[src/rtl/approx_mult_pipe_if.sv]
// Operand/result stream bundle for approx_mult_pipe.
interface approx_mult_pipe_if #(
  parameter int unsigned WIDTH = 8
);
  logic                 in_valid;
  logic                 in_ready;
  logic [WIDTH-1:0]     in_a;
  logic [WIDTH-1:0]     in_b;
  logic                 in_mode;
  logic                 out_valid;
  logic                 out_ready;
  logic [2*WIDTH-1:0]   out_p;
  logic                 out_mode;

  // Operand producer / result consumer side.
  modport master (
    output in_valid, in_a, in_b, in_mode, out_ready,
    input  in_ready, out_valid, out_p, out_mode
  );

  // Multiplier side.
  modport slave (
    input  in_valid, in_a, in_b, in_mode, out_ready,
    output in_ready, out_valid, out_p, out_mode
  );
endinterface

[src/rtl/approx_mult_pipe.sv]
// Three-stage unsigned multiplier built from 4x4 tiles; low-weight tiles can be
// approximated per transaction. Keeps a saturating count of approximate beats.
module approx_mult_pipe #(
  parameter int unsigned WIDTH       = 8,
  parameter int unsigned APPROX_DIAG = 1,
  parameter int unsigned CNT_W       = 16
) (
  input  logic              clk,
  input  logic              rst_n,
  approx_mult_pipe_if.slave bus,
  input  logic              cnt_clr,
  output logic [CNT_W-1:0]  approx_cnt
);

  localparam int unsigned N  = WIDTH / 4;
  localparam int unsigned PW = 2 * WIDTH;

  logic             adv;
  logic             accept;

  logic             s1_valid;
  logic             s1_mode;
  logic [WIDTH-1:0] s1_a;
  logic [WIDTH-1:0] s1_b;

  logic [7:0]       tile_c [N][N];

  logic             s2_valid;
  logic             s2_mode;
  logic [7:0]       s2_tile [N][N];

  logic [PW-1:0]    sum_c;

  logic             s3_valid;
  logic             s3_mode;
  logic [PW-1:0]    s3_p;

  // Whole pipe advances together; a full output register blocks everything.
  assign adv          = !s3_valid || bus.out_ready;
  assign accept       = bus.in_valid && adv;
  assign bus.in_ready = adv;

  assign bus.out_valid = s3_valid;
  assign bus.out_mode  = s3_mode;
  assign bus.out_p     = s3_p;

  // S1: capture operands and mode.
  always_ff @(posedge clk or negedge rst_n) begin
    if (!rst_n) begin
      s1_valid <= 1'b0;
      s1_mode  <= 1'b0;
      s1_a     <= '0;
      s1_b     <= '0;
    end else if (adv) begin
      s1_valid <= bus.in_valid;
      s1_mode  <= bus.in_mode;
      s1_a     <= bus.in_a;
      s1_b     <= bus.in_b;
    end
  end

  // Tile array. An approximate tile ORs the two bit-1 partial products and
  // drops their carry, which only differs from exact when both low bit pairs
  // are 2'b11: the tile then reads 2 low (never underflows, minimum is 9).
  for (genvar gi = 0; gi < N; gi++) begin : g_row
    for (genvar gj = 0; gj < N; gj++) begin : g_col
      localparam bit APPROX_TILE = (gi + gj) < int'(APPROX_DIAG);
      logic [3:0] ta;
      logic [3:0] tb;
      logic [7:0] full;
      logic       hit;

      assign ta   = s1_a[4*gi +: 4];
      assign tb   = s1_b[4*gj +: 4];
      assign full = 8'(ta) * 8'(tb);

      if (APPROX_TILE) begin : g_apx
        assign hit = s1_mode && (ta[1:0] == 2'b11) && (tb[1:0] == 2'b11);
      end else begin : g_ext
        assign hit = 1'b0;
      end

      assign tile_c[gi][gj] = full - {6'd0, hit, 1'b0};
    end
  end

  // S2: register every tile result.
  always_ff @(posedge clk or negedge rst_n) begin
    if (!rst_n) begin
      s2_valid <= 1'b0;
      s2_mode  <= 1'b0;
      for (int i = 0; i < int'(N); i++) begin
        for (int j = 0; j < int'(N); j++) begin
          s2_tile[i][j] <= '0;
        end
      end
    end else if (adv) begin
      s2_valid <= s1_valid;
      s2_mode  <= s1_mode;
      s2_tile  <= tile_c;
    end
  end

  // Weighted tile sum at full product width.
  always_comb begin
    sum_c = '0;
    for (int i = 0; i < int'(N); i++) begin
      for (int j = 0; j < int'(N); j++) begin
        sum_c = sum_c + (PW'(s2_tile[i][j]) << (4 * (i + j)));
      end
    end
  end

  // S3: output register, held while the consumer stalls.
  always_ff @(posedge clk or negedge rst_n) begin
    if (!rst_n) begin
      s3_valid <= 1'b0;
      s3_mode  <= 1'b0;
      s3_p     <= '0;
    end else if (adv) begin
      s3_valid <= s2_valid;
      s3_mode  <= s2_mode;
      s3_p     <= sum_c;
    end
  end

  // Saturating count of accepted approximate beats; clear has priority.
  always_ff @(posedge clk or negedge rst_n) begin
    if (!rst_n) begin
      approx_cnt <= '0;
    end else if (cnt_clr) begin
      approx_cnt <= '0;
    end else if (accept && bus.in_mode && (approx_cnt != '1)) begin
      approx_cnt <= approx_cnt + CNT_W'(1);
    end
  end

endmodule

[src/flat_wrapper.sv]
// flat-port wrapper written by rule: the top's interface ports become plain ports
module approx_mult_pipe_flat 
#(
  parameter int unsigned WIDTH       = 8,
  parameter int unsigned APPROX_DIAG = 1,
  parameter int unsigned CNT_W       = 16
)
  (clk, rst_n, cnt_clr, approx_cnt, bus_in_valid, bus_in_a, bus_in_b, bus_in_mode, bus_out_ready, bus_in_ready, bus_out_valid, bus_out_p, bus_out_mode);
  approx_mult_pipe_if #(.WIDTH(WIDTH)) bus_i ();
  input  logic clk;
  input  logic rst_n;
  input  logic cnt_clr;
  output logic [CNT_W-1:0] approx_cnt;
  input wire logic [$bits(bus_i.in_valid)-1:0] bus_in_valid;
  input wire logic [$bits(bus_i.in_a)-1:0] bus_in_a;
  input wire logic [$bits(bus_i.in_b)-1:0] bus_in_b;
  input wire logic [$bits(bus_i.in_mode)-1:0] bus_in_mode;
  input wire logic [$bits(bus_i.out_ready)-1:0] bus_out_ready;
  output wire logic [$bits(bus_i.in_ready)-1:0] bus_in_ready;
  output wire logic [$bits(bus_i.out_valid)-1:0] bus_out_valid;
  output wire logic [$bits(bus_i.out_p)-1:0] bus_out_p;
  output wire logic [$bits(bus_i.out_mode)-1:0] bus_out_mode;
  assign bus_i.in_valid = bus_in_valid;
  assign bus_i.in_a = bus_in_a;
  assign bus_i.in_b = bus_in_b;
  assign bus_i.in_mode = bus_in_mode;
  assign bus_i.out_ready = bus_out_ready;
  assign bus_in_ready = bus_i.in_ready;
  assign bus_out_valid = bus_i.out_valid;
  assign bus_out_p = bus_i.out_p;
  assign bus_out_mode = bus_i.out_mode;
  approx_mult_pipe #(.WIDTH(WIDTH), .APPROX_DIAG(APPROX_DIAG), .CNT_W(CNT_W)) u_core (.clk(clk), .rst_n(rst_n), .bus(bus_i), .cnt_clr(cnt_clr), .approx_cnt(approx_cnt));
endmodule
[config.mk]
export PLATFORM = sky130hd
export DESIGN_NAME = approx_mult_pipe_flat
export DESIGN_NICKNAME = d
export VERILOG_FILES = /design/src/rtl/approx_mult_pipe_if.sv /design/src/rtl/approx_mult_pipe.sv /design/src/flat_wrapper.sv
export SDC_FILE = /design/constraint.sdc
export NUM_CORES = 1
export LEC_CHECK = 0
export ABC_AREA = 0
export CORE_MARGIN = 2
export CORE_UTILIZATION = 35
export DETAILED_ROUTE_END_ITERATION = 8
export PLACE_DENSITY = 0.66
export SYNTH_ARGS = -nofsm -noshare
export SYNTH_HDL_FRONTEND = slang
export SYNTH_SLANG_ARGS = --single-unit
[constraint.sdc]
create_clock -name clk -period 3.5 [get_ports clk]
set_clock_uncertainty 0.1 [all_clocks]
set_input_delay 0.7 -clock clk [delete_from_list [all_inputs] [get_ports clk]]
set_output_delay 0.7 -clock clk [all_outputs]
set_load 0.01 [all_outputs]
* Yosys cells after proc, flatten, opt, wreduce, memory -nomap -nowiden *
Cells that the tools add are included.

storage, ports and cells
  register bits = 86
  input bits = 22
  output and inout port bits = 35
  word-level logic and storage cells = 36

cells by class
  add/subtract/negate cells = 5
  multiply operators = 4
  equal/unequal tests = 3
  multiplexer cells = 2
  reductions and logical operators = 8

operators by type and width
  kind                                            number
  multiplier 4 x 4 -> 8 bit                       4
  2-to-1 mux 16 bit                               2
  adder 16 x 1 -> 16 bit (second input constant)  1
  adder 16 x 12 -> 16 bit                         1
  adder 16 bit                                    1
  != test 16 bit (second input constant)          1
  adder 8 x 12 -> 13 bit                          1
  subtractor 8 x 2 -> 8 bit                       1
  logical AND 1 bit                               5
  equality test 2 bit (second input constant)     2
  nonzero test 2 bit                              1
  zero test 1 bit                                 1
  logical OR 1 bit                                1

* Logic depth before layout (Yosys ltp) *
  depth after elaboration = 7
  gate-level depth with buffers = 17
  depth with buffers taken out = 16

* Worst setup path before layout *
OpenSTA, ideal clock, no wires.

  path type = flip-flop to flip-flop
  start = register u_core.s2_tile[17] in the netlist's numbering
  end = register u_core.s3_p[14] (netlist: u_core.bus.out_p[14])
  setup time = 0.120 ns
  data arrival time = 3.121 ns
  data required time = 3.280 ns
  slack = 0.160 ns
  cell stages (with the launch flop) = 16
  path buffers = 1
  clock period less this slack = 3.340 ns
  path through = dfrtp_1 -> ha_1 -> a21o_1 -> a21oi_1 -> nor2b_1 -> o21ai_0 -> xor2_1 -> fa_1 -> inv_1 -> ha_1 -> clkbuf_1 -> a21o_1 -> nand3_1 -> nand2_1 -> or3_1 -> a31o_1

between the ends
  longest elaborated chain between the ends = 3

ends and longest elaborated chain
  element                  RTL line                 RTL
  start, declared          approx_mult_pipe.sv:30   logic [7:0] s2_tile [N][N];
  start signal, assigned   approx_mult_pipe.sv:100  s2_tile <= tile_c;
  adder 8 x 12 -> 13 bit   approx_mult_pipe.sv:109  sum_c = sum_c + (PW'(s2_tile[i][j]) << (4 * (i + j)));
  adder 16 x 12 -> 16 bit  approx_mult_pipe.sv:109
  adder 16 bit             approx_mult_pipe.sv:109
  end signal, assigned     approx_mult_pipe.sv:123  s3_p <= sum_c;
  end, declared            approx_mult_pipe.sv:36   logic [PW-1:0] s3_p;

No other way between the ends.
A chain may end at the register's enable or synchronous reset.

* Worst setup path after layout *
Ends and elaborated chain as after synthesis.

==> flow_summary.ini <==
[routing]
first_pass_iters = 5
avgViaCountPerCell = 4.78
routed_wl_um = 12800
wire_per_inst_um = 13.4
vias = 4551
drt_iter0_drc = 202
ant_nets = 0
route.detailed.drc = 0

[die]
initial_core_util_pct = 36.0
top_level_ports = 57
chipHeight_um = 135
core-area_mm2 = 0.0167
die_area_mm2 = 0.0182
num_rows = 47
fp.dieW_um = 135

[layout]
fin_nets = 843
drive_gt1_share_pct = 6.97
fill_cells = 1667
regArea_mm2 = 0.00215
layout_commonest_cell = nand2_1
most-common-layout-cells = nand2_1 (169), dfrtp_1 (86), ha_1 (68), clkdlybuf4s50_1 (55), inv_1 (50)
multi_input_area_mm2 = 0.00357
final_util_pct = 43.0
areaGrowthSynthToFinish_pct = 19.3
n_antenna_cell = 0
final_cell_area_mm2 = 0.00718

[setup_path]
crit_path_end_kind = flop
cp_slowest_cell = fa_1
max_stage_delay_ns = 0.48
ff2ff_path_depth = 14
reg2reg_from = u_core.s2_tile[17]
crit_type = reg2reg
worstPathCellList = ha_1 -> a21o_1 -> a21oi_1 -> nor2b_1 -> o21ai_1 -> xor2_1 -> fa_1 -> inv_1 -> ha_1 -> a21o_1 -> nand3_1 -> nand2_1 -> or3_1 -> a31o_1
crit_fanout = 3
crit_path_start_kind = flop
ff2ff_setup_slack_ns = 0.13
crit-reg2reg-capture = u_core.bus.out_p[14]
arrival_ns = 3.50
crit_required_ns = 3.63

[cts]
tritoncts = done
cts_buffer_depth = 2
clkLatencyLatePin_ns = 0.35
path_clk_slew_ns = 0.07
clkSinkCount = 86
post_cts_buffers = 0
cts.htree.levels = 3
root_buffer = clkbuf_16
numCtsBuffers = 9

[run]
max_cap_violations = 0

[synthesis]
yosys_warnings = 0
synth_cell_types = 44
syn_avg_cell_area_um2 = 8.92
yosysSeqAreaShare_pct = 35.8
synth.top_cell.area_share_pct = 35.8
syn-cell-area_mm2 = 0.00601
ys_top_cells_by_area = dfrtp_1 (36%), ha_1 (15%), nand2_1 (11%)
yosysTopAreaCell = dfrtp_1
syn_nets = 790
netlist_instances = 674
ys_ff_latch = 86

[grt]
grtUsageTotal_pct = 14.7
grt_overflow_total = 0
antenna_found_initial = 0
grt_max_degree = 76
grt_pass1_vias = 4440
grt_pass1_wl_um = 21500

[placed_design]
portBuffers = 56
placed_area_mm2 = 0.00685
dp_hpwl_um = 9430
place.gp.congestion = 0.798

[power]
p_leak_nw = 3.62
ir_drop_v = 0.000609
p_per_area_mw_per_mm2 = 878

[run_status]
status = complete, no violations

[sta]
finalSetupViolations = 0
hold_violations = 0
max_freq_mhz = 297
maxSlewHeadroom_pct = 49.6
worstMarginPinSlew_ns = 0.757
period_share_pct = 96.3
final-max-slew-violation-count = 0
period_minus_slack_ns = 3.37

[hold_path]
hp-class = in2async
registers in the layout, summed over array words and instances, names as in the netlist:
register and flops:
u_core.approx_cnt 16, u_core.bus.out_mode 1, u_core.bus.out_p 16, u_core.bus.out_valid 1
u_core.s1_a 8, u_core.s1_b 8, u_core.s1_mode 1, u_core.s1_valid 1
u_core.s2_mode 1, u_core.s2_tile 32, u_core.s2_valid 1
repair_timing:
item	in CTS	in global routing
resized for setup	0	10
setup endpoints to repair	0	5
hold buffers	0	0
worst max-delay path: cells and delay by family (launching register included):
kind,cells,cell delay (ns)
adder cells (fa/ha/maj),3,1.07
AND/OR/NAND/NOR,4,0.56
buffers and inverters,1,0.05
XOR/XNOR,1,0.10
AO/OA/AOI/OAI,5,1.00
flip-flops,1,0.38
final cells by class:
type	instances	share of cell area, %
Timing Repair Buffer	73	9.55
Multi-Input combinational cell	505	49.7
Clock inverter	6	0.976
Sequential cell	86	30.0
Tap cell	220	3.83
Inverter	52	2.72
Clock buffer	10	3.19
worst max-delay path by stage:
stage / start / endpoint / slack (ns) / cells past startpoint
floorplan: u_core.s2_tile[17] / u_core.bus.out_p[14] / 0.16 / 15
global placement: u_core.s2_tile[16] / u_core.bus.out_p[14] / 0.12 / 15
detailed placement: u_core.s2_tile[16] / u_core.bus.out_p[13] / 0.06 / 15
CTS: u_core.s2_tile[16] / u_core.bus.out_p[13] / 0.04 / 15
global route: u_core.s2_tile[28] / u_core.bus.out_p[14] / -0.003 / 15
finish: u_core.s2_tile[17] / u_core.bus.out_p[14] / 0.13 / 14
Yosys cell counts:
library cell and instances:
nand2_1 169, dfrtp_1 86, ha_1 71, inv_1 52, and2_1 36, a21oi_1 31, o21ai_0 27, xor2_1 27
nor2_1 24, fa_1 23, clkbuf_1 20, nand3_1 14, xnor2_1 13, a21o_1 12, nand4_1 9, buf_2 8
and3_1 6, nor2b_1 6, and4_1 3, nor3_1 3, a21oi_2 2, a311oi_1 2, a31o_2 2, buf_1 2
mux2i_1 2, nand2b_1 2, nor3_4 2, o211ai_1 2, o22ai_1 2, or3_1 2, a2111oi_0 1, a211oi_1 1
a21boi_0 1, a31o_1 1, a31oi_1 1, and4_4 1, buf_4 1, nand3b_1 1, nand4_2 1, nand4b_1 1
o21a_1 1, o21bai_1 1, o31ai_1 1, or2_2 1
routing by layer:
| layer | global-route usage, % | vias to the layer above | share of wire, % |
|---|---|---|---|
| li1 | - | 2308 | - |
| met1 | 20.4 | 2162 | 49 |
| met2 | 24.1 | 71 | 47 |
| met3 | 2.63 | 10 | 3.2 |
| met4 | 3.65 | 0 | 0.99 |
| met5 | 0 | - | 0 |
logic make-up after synthesis:
logic type               share of synthesized area (%)
AO/OA/AOI/OAI                                     8.68
XOR/XNOR                                          5.82
adder cells (fa/ha/maj)                           22.4
buffers and inverters                             5.41
flip-flops                                        35.8
multiplexers                                     0.333
AND/OR/NAND/NOR                                   21.6
report_power, final:
part           switching [W]  internal, W  total (W)
sequential          0.000235      0.00134    0.00158
clock               0.000422     0.000560   0.000982
combinational        0.00201      0.00173    0.00375
per-stage QoR:
step	TNS [ns]	total power (W)	cells	hold WS (ns)	setup WS [ns]
after floorplan	0	0.00424	674	0.304	0.160
after global placement	0	0.00515	936	0.349	0.121
after detailed placement	0	0.00522	936	0.357	0.0570
after CTS	0	0.00626	952	0.289	0.0422
after global routing	-0.00285	0.00694	952	0.308	-0.00285
final	0	0.00630	952	0.259	0.130
Note: power is estimated with default switching activity, not from simulation.
